`src/rtl/tx_uart.sv`:
```
// UART transmitter: serialises buffered bytes as start / LSB-first data / stop frames.
// Latency: a write at edge N into an empty idle block drives the start bit from edge N+2.
// Backpressure: none upstream; a write into a full buffer is dropped and sets sticky out_overflow.
//
// Ports:
//   clk           single clock, all logic on posedge
//   i_reset       synchronous active-high reset; aborts any frame in flight
//   in_start_tx   one-cycle write strobe qualifying in_data
//   in_data       BW-1 bit payload
//   out_busy      registered: frame in progress or byte buffered
//   out_overflow  sticky: a write was dropped because the buffer was full
//   uart_rxd_out  registered serial line, idle high
//
// Build option: define TX_UART_FIFO_EN for a 2**FIFO_AW deep FIFO; otherwise a
// single holding register buffers one byte.
module tx_uart #(
  parameter int                    BW              = 9,
  parameter int                    TIMER_BITS      = 32,
  parameter logic [TIMER_BITS-1:0] CLOCKS_PER_BAUD = 868,
  parameter int                    FIFO_AW         = 2
) (
  input  logic          clk,
  input  logic          i_reset,
  input  logic          in_start_tx,
  input  logic [BW-2:0] in_data,
  output logic          out_busy,
  output logic          out_overflow,
  output logic          uart_rxd_out
);

  if (BW < 2) begin : g_bw_chk
    $error("tx_uart: BW must be at least 2");
  end
  if (FIFO_AW < 1) begin : g_aw_chk
    $error("tx_uart: FIFO_AW must be at least 1");
  end

  typedef enum logic [1:0] {IDLE, START, DATA, STOP} state_t;

  localparam int                    IW          = (BW > 2) ? $clog2(BW - 1) : 1;
  localparam logic [IW-1:0]         LAST_BIT    = IW'(BW - 2);
  localparam logic [TIMER_BITS-1:0] BAUD_RELOAD = CLOCKS_PER_BAUD - 1'b1;

  state_t                  state;
  logic [TIMER_BITS-1:0]   baud_cnt;
  logic [IW-1:0]           bit_cnt;
  logic [BW-2:0]           shreg;
  logic                    baud_done;

  logic                    buf_empty;
  logic                    buf_full;
  logic [BW-2:0]           buf_dat;
  logic                    pop;
  logic                    accept;

  assign baud_done = (baud_cnt == '0);
  // Pop only from registered occupancy, so a byte written this cycle into an
  // empty buffer is never bypassed straight into the shifter.
  assign pop       = !buf_empty && ((state == IDLE) || (state == STOP && baud_done));
  // A full buffer still takes a write when the same cycle frees a slot.
  assign accept    = in_start_tx && (!buf_full || pop);

`ifdef TX_UART_FIFO_EN
  localparam int DEPTH = 2 ** FIFO_AW;

  logic [BW-2:0]    mem [DEPTH];
  logic [FIFO_AW-1:0] wr_ptr;
  logic [FIFO_AW-1:0] rd_ptr;
  logic [FIFO_AW:0]   count;

  assign buf_empty = (count == '0);
  assign buf_full  = (count == (FIFO_AW + 1)'(DEPTH));
  assign buf_dat   = mem[rd_ptr];

  always_ff @(posedge clk) begin
    if (!i_reset && accept) begin
      mem[wr_ptr] <= in_data;
    end
  end

  // Pointers wrap naturally at the power-of-two depth.
  always_ff @(posedge clk) begin
    if (i_reset) begin
      wr_ptr <= '0;
      rd_ptr <= '0;
      count  <= '0;
    end else begin
      if (accept) wr_ptr <= wr_ptr + 1'b1;
      if (pop)    rd_ptr <= rd_ptr + 1'b1;
      case ({accept, pop})
        2'b10:   count <= count + 1'b1;
        2'b01:   count <= count - 1'b1;
        default: ;
      endcase
    end
  end
`else
  logic [BW-2:0] hold_dat;
  logic          hold_vld;

  assign buf_empty = !hold_vld;
  assign buf_full  = hold_vld;
  assign buf_dat   = hold_dat;

  always_ff @(posedge clk) begin
    if (i_reset) begin
      hold_vld <= 1'b0;
    end else if (accept) begin
      hold_vld <= 1'b1;
      hold_dat <= in_data;
    end else if (pop) begin
      hold_vld <= 1'b0;
    end
  end
`endif

  always_ff @(posedge clk) begin
    if (i_reset) begin
      state        <= IDLE;
      baud_cnt     <= '0;
      bit_cnt      <= '0;
      shreg        <= '0;
      uart_rxd_out <= 1'b1;
      out_busy     <= 1'b0;
      out_overflow <= 1'b0;
    end else begin
      // Line and busy follow the registered state one edge later, so every
      // bit keeps its full baud period including across frame boundaries.
      case (state)
        START:   uart_rxd_out <= 1'b0;
        DATA:    uart_rxd_out <= shreg[0];
        default: uart_rxd_out <= 1'b1;
      endcase
      out_busy <= (state != IDLE) || !buf_empty;

      if (in_start_tx && !accept) begin
        out_overflow <= 1'b1;
      end

      case (state)
        IDLE: begin
          if (pop) begin
            state    <= START;
            shreg    <= buf_dat;
            baud_cnt <= BAUD_RELOAD;
          end
        end
        START: begin
          if (baud_done) begin
            state    <= DATA;
            bit_cnt  <= '0;
            baud_cnt <= BAUD_RELOAD;
          end else begin
            baud_cnt <= baud_cnt - 1'b1;
          end
        end
        DATA: begin
          if (baud_done) begin
            baud_cnt <= BAUD_RELOAD;
            if (bit_cnt == LAST_BIT) begin
              state <= STOP;
            end else begin
              bit_cnt <= bit_cnt + 1'b1;
              shreg   <= shreg >> 1;
            end
          end else begin
            baud_cnt <= baud_cnt - 1'b1;
          end
        end
        STOP: begin
          if (baud_done) begin
            if (pop) begin
              state    <= START;
              shreg    <= buf_dat;
              baud_cnt <= BAUD_RELOAD;
            end else begin
              state <= IDLE;
            end
          end else begin
            baud_cnt <= baud_cnt - 1'b1;
          end
        end
        default: state <= IDLE;
      endcase
    end
  end

endmodule

```
`config.mk`:
```
export PLATFORM = sky130hd
export DESIGN_NAME = tx_uart
export DESIGN_NICKNAME = d
export VERILOG_FILES = /design/src/rtl/tx_uart.sv
export SDC_FILE = /design/constraint.sdc
export NUM_CORES = 1
export LEC_CHECK = 0
export BUFFER_PORTS_ARGS = -buffer_cell sky130_fd_sc_hd__buf_2
export CORE_ASPECT_RATIO = 0.75
export CORE_UTILIZATION = 59
export CTS_BUF_LIST = sky130_fd_sc_hd__clkbuf_8
export CTS_CLUSTER_DIAMETER = 50
export CTS_CLUSTER_SIZE = 20
export DETAILED_ROUTE_END_ITERATION = 8
export PLACE_DENSITY = 0.8
export SLEW_MARGIN = 30
export SYNTH_ARGS = -nofsm -noshare
export SYNTH_HDL_FRONTEND = slang
export SYNTH_SLANG_ARGS = --single-unit
```
`constraint.sdc`:
```
create_clock -name clk -period 3.2 [get_ports clk]
set_clock_uncertainty 0.1 [all_clocks]
set_input_delay 0.64 -clock clk [delete_from_list [all_inputs] [get_ports clk]]
set_output_delay 0.64 -clock clk [all_outputs]
set_load 0.01 [all_outputs]
```
==> metrics.md <==
| Metric | Value |
|---|---|
| Hold Buf Count CTS | `0` |
| Switching pwr | `0.00159 W` |
| Pwr Density | `1060 mW/mm^2` |
| Post-DRT Antenna Nets | `0` |
| # IOs | `14` |
| Leakage power | `1.23 nW` |
| Overall Global Routing Usage | `27.1%` |
| WP depth | `8` |
| Worst Path Arrival | `2680 ps` |
| Starting Density | `61.5%` |
| Fin. Hold Viols | `0` |
| Most common library cells after synthesis | `nor2_1, dfxtp_1, a21oi_1` |
| Layout cells sized above 1 | `13.4%` |
| Worst path max stage delay | `400 ps` |
| Placer Congestion | `0.849` |
| Num rows | `22` |
| Initial antenna violation count | `0` |
| CTS max path bufs | `2` |
| RR Startpoint | `baud_cnt[0]` |
| Syn_area_per_cell | `8.73 um^2` |
| Clk pin slew, worst setup/hold paths | `70 ps` |
| H-tree Lvls | `3` |
| Final Max Slew Viols | `0` |
| Chip Height | `63.9 um` |
| Net count, final | `380` |
| Yosys top cell area share | `32.6%` |
| Comb pwr share | `49.4%` |
| Core Area | `0.00490 mm^2` |
| Unique masters post-synth | `54` |
| Crit path launch type | `register` |
| Fin crit share | `85.4%` |
| Setup WS pre-CTS | `538 ps` |
| Ys async rst share | `0%` |
| Worst Path Buf+Inv | `2` |
| Fmax achieved | `366 MHz` |
| Area contributors post-synth | `dfxtp_1, edfxtp_1, nor2_1, a21oi_1, ha_1` |
| Ant diodes | `0` |
| Run status | `finished, final reports clean` |
| Synthesized area | `0.00301 mm^2` |
| Power Internal | `0.00197 W` |
| Peak supply drop | `0.599 mV` |
| DR vias/cell | `6.17` |
| Critical path's slowest cell | `nor3_2` |
| Hold WC Path Type | `primary input to register` |
| WL per Instance | `15.7 um` |
| Post-cts resize count | `0` |
| DR pass1 iterations | `5` |
| Crit-path max FO | `9` |
| Vias in the first global route | `2375` |
| Clk pwr share | `22.7%` |
| Setup crit end | `buf_dat[6]` |
| Setup crit end kind | `register` |
| Leading area contributor after synthesis | `dfxtp_1` |
| Die area | `0.00540 mm^2` |
| DR vias | `2624` |
| Most frequent cell after synthesis | `nor2_1` |
| P&R area growth vs syn | `11.2%` |
| Residual DRC | `0` |
| Reg power frac | `27.8%` |
| Max Cap Violations | `0` |
| Global-route wire length before repair | `11.4 mm` |
| Setup TNS | `0 ps` |
| CTS tree | `yes` |
| Fin crit period | `2730 ps` |
| Post-synth EDFFs | `8` |
| Critical path type | `register to register` |
| Pwr Total | `0.00356 W` |
| WL final | `6.66 mm` |
| Mapped Cells | `345` |
| Reg-to-reg slack, setup | `470 ps` |
| Crit-path cells | `inv_1 -> ha_1 -> nor4b_2 -> nand4_2 -> nor3_2 -> a21oi_1 -> nor3b_1 -> buf_4` |
| Most used flip-flop cell after synthesis | `dfxtp_1` |
| DPL Wire Length | `4.56 mm` |
| Worst-skew pair later-pin latency | `350 ps` |
| Root Driver | `clkbuf_8` |
| Mapped Nets | `365` |
| Slew headroom | `51.7%` |
| Sequential share of the synthesized area | `40.5%` |
| Final WS setup | `469 ps` |
| Min-delay src | `in_data[5]` |
| Reg2reg path depth | `8` |
| Post-CTS Setup Inserts | `0` |
| Top delay family on crit path | `simple AND/OR/NAND/NOR gates` |
| Switching share of total power | `44.7%` |
| Largest net degree at the start of global routing | `26` |
| I/O Buffers | `13` |
| TritonCTS sink count | `57` |
| Seq cells post-synth | `57` |
| CTS Buf Count | `9` |
| CP startpoint | `baud_cnt[0]` |
| Crit path required time | `3150 ps` |
| Die width | `84.5 um` |
| Initial DRC Count | `220` |
| Ys Warns | `0` |
| FF-to-FF End | `buf_dat[6]` |
| Final setup viols | `0` |
| GRT Residual Overflow | `0` |
| Worst Tran Pin Value | `724 ps` |
| Unrepaired setup endpoints after global routing | `false` |
how the worst min path moves through the flow:
| stage | end | slack (ps) | depth (start not counted) |
|---|---|---|---|
| 2_1_floorplan | shreg[7] | 340 | 2 |
| 3_3_place_gp | shreg[7] | 350 | 2 |
| 3_5_place_dp | out_overflow | 370 | 2 |
| 4_1_cts | buf_dat[5] | 360 | 1 |
| 5_1_grt | buf_dat[4] | 340 | 1 |
| 6_report | buf_dat[5] | 370 | 1 |
sequential cells by signal (all words and copies together), names as in the netlist:
register / count
uart_rxd_out: 1
out_busy: 1
bit_cnt: 3
out_overflow: 1
buf_dat: 8
buf_full: 1
baud_cnt: 32
shreg: 8
state: 2
placed cells by master, fill, tap and decap left out, drive strengths merged, types with 7 or more instances in the layout:
master | Yosys | layout
a211oi | 11 | 11
a21oi | 37 | 37
a311oi | 8 | 8
buf | 9 | 19
clkbuf | 6 | 9
dfxtp | 49 | 49
edfxtp | 8 | 8
ha | 9 | 9
inv | 8 | 9
mux2i | 8 | 8
nand2 | 20 | 20
nand3 | 7 | 7
nor2 | 54 | 54
nor3 | 19 | 19
nor4 | 10 | 10
o21ai | 22 | 22
worst reg2reg max path, delay by kind of cell (launching register included):
kind	cells	cell delay [ps]
adder cells (fa/ha/maj)	1	240
flip-flops	1	350
AO/OA/AOI/OAI	1	170
AND/OR/NAND/NOR	4	1300
buffers and inverters	2	280
power by group through the flow:
stage / clock, W / combinational [W] / sequential, W
final: 0.000809 / 0.00176 / 0.000990
after global routing: 0.000850 / 0.00196 / 0.00101
after global placement: 0 / 0.00169 / 0.000996
after floorplan: 0 / 0.00141 / 0.000974
after detailed placement: 0 / 0.00173 / 0.000999
after CTS: 0.000815 / 0.00174 / 0.000987
cell type report:
class	instances	area (um^2)
multi-input combinational	265	1680
clock buffer	9	124
sequential	57	1220
tap	60	75.1
inverter	8	30.0
clock inverter	7	110
timing repair buffer	19	110
fill	389	1550
through the flow:
step	utilization [%]	hold WS (ps)	instance area (um^2)	std cells
3_3_place_gp	63.6	354	3120	409
4_1_cts	68.4	360	3350	425
3_5_place_dp	63.6	369	3120	409
2_1_floorplan	-	345	3010	345
5_1_grt	68.4	345	3350	425
6_report	68.4	367	3350	425
cell families (layout without fill, tap and decap cells):
family / Yosys count / in the layout / share of synthesized area (%)
and+or+nand+nor: 150 / 150 / 27.5
buffers and inverters: 23 / 43 / 3.74
adders and majority gates: 9 / 9 / 3.74
DFF: 57 / 57 / 40.5
muxes: 8 / 8 / 2.66
AOI/OAI and AO/OA: 98 / 98 / 21.8
metal layers:
metal,track usage [%],wire length (um),up-vias,share of wire [%]
met1,39.2,3260,1232,49
met2,38.1,2920,70,44
met4,7.20,53,0,0.80
li1,-,-,1314,-
met3,9.56,420,8,6.3
met5,0,0,-,0
Power figures use the tool's default switching activity.
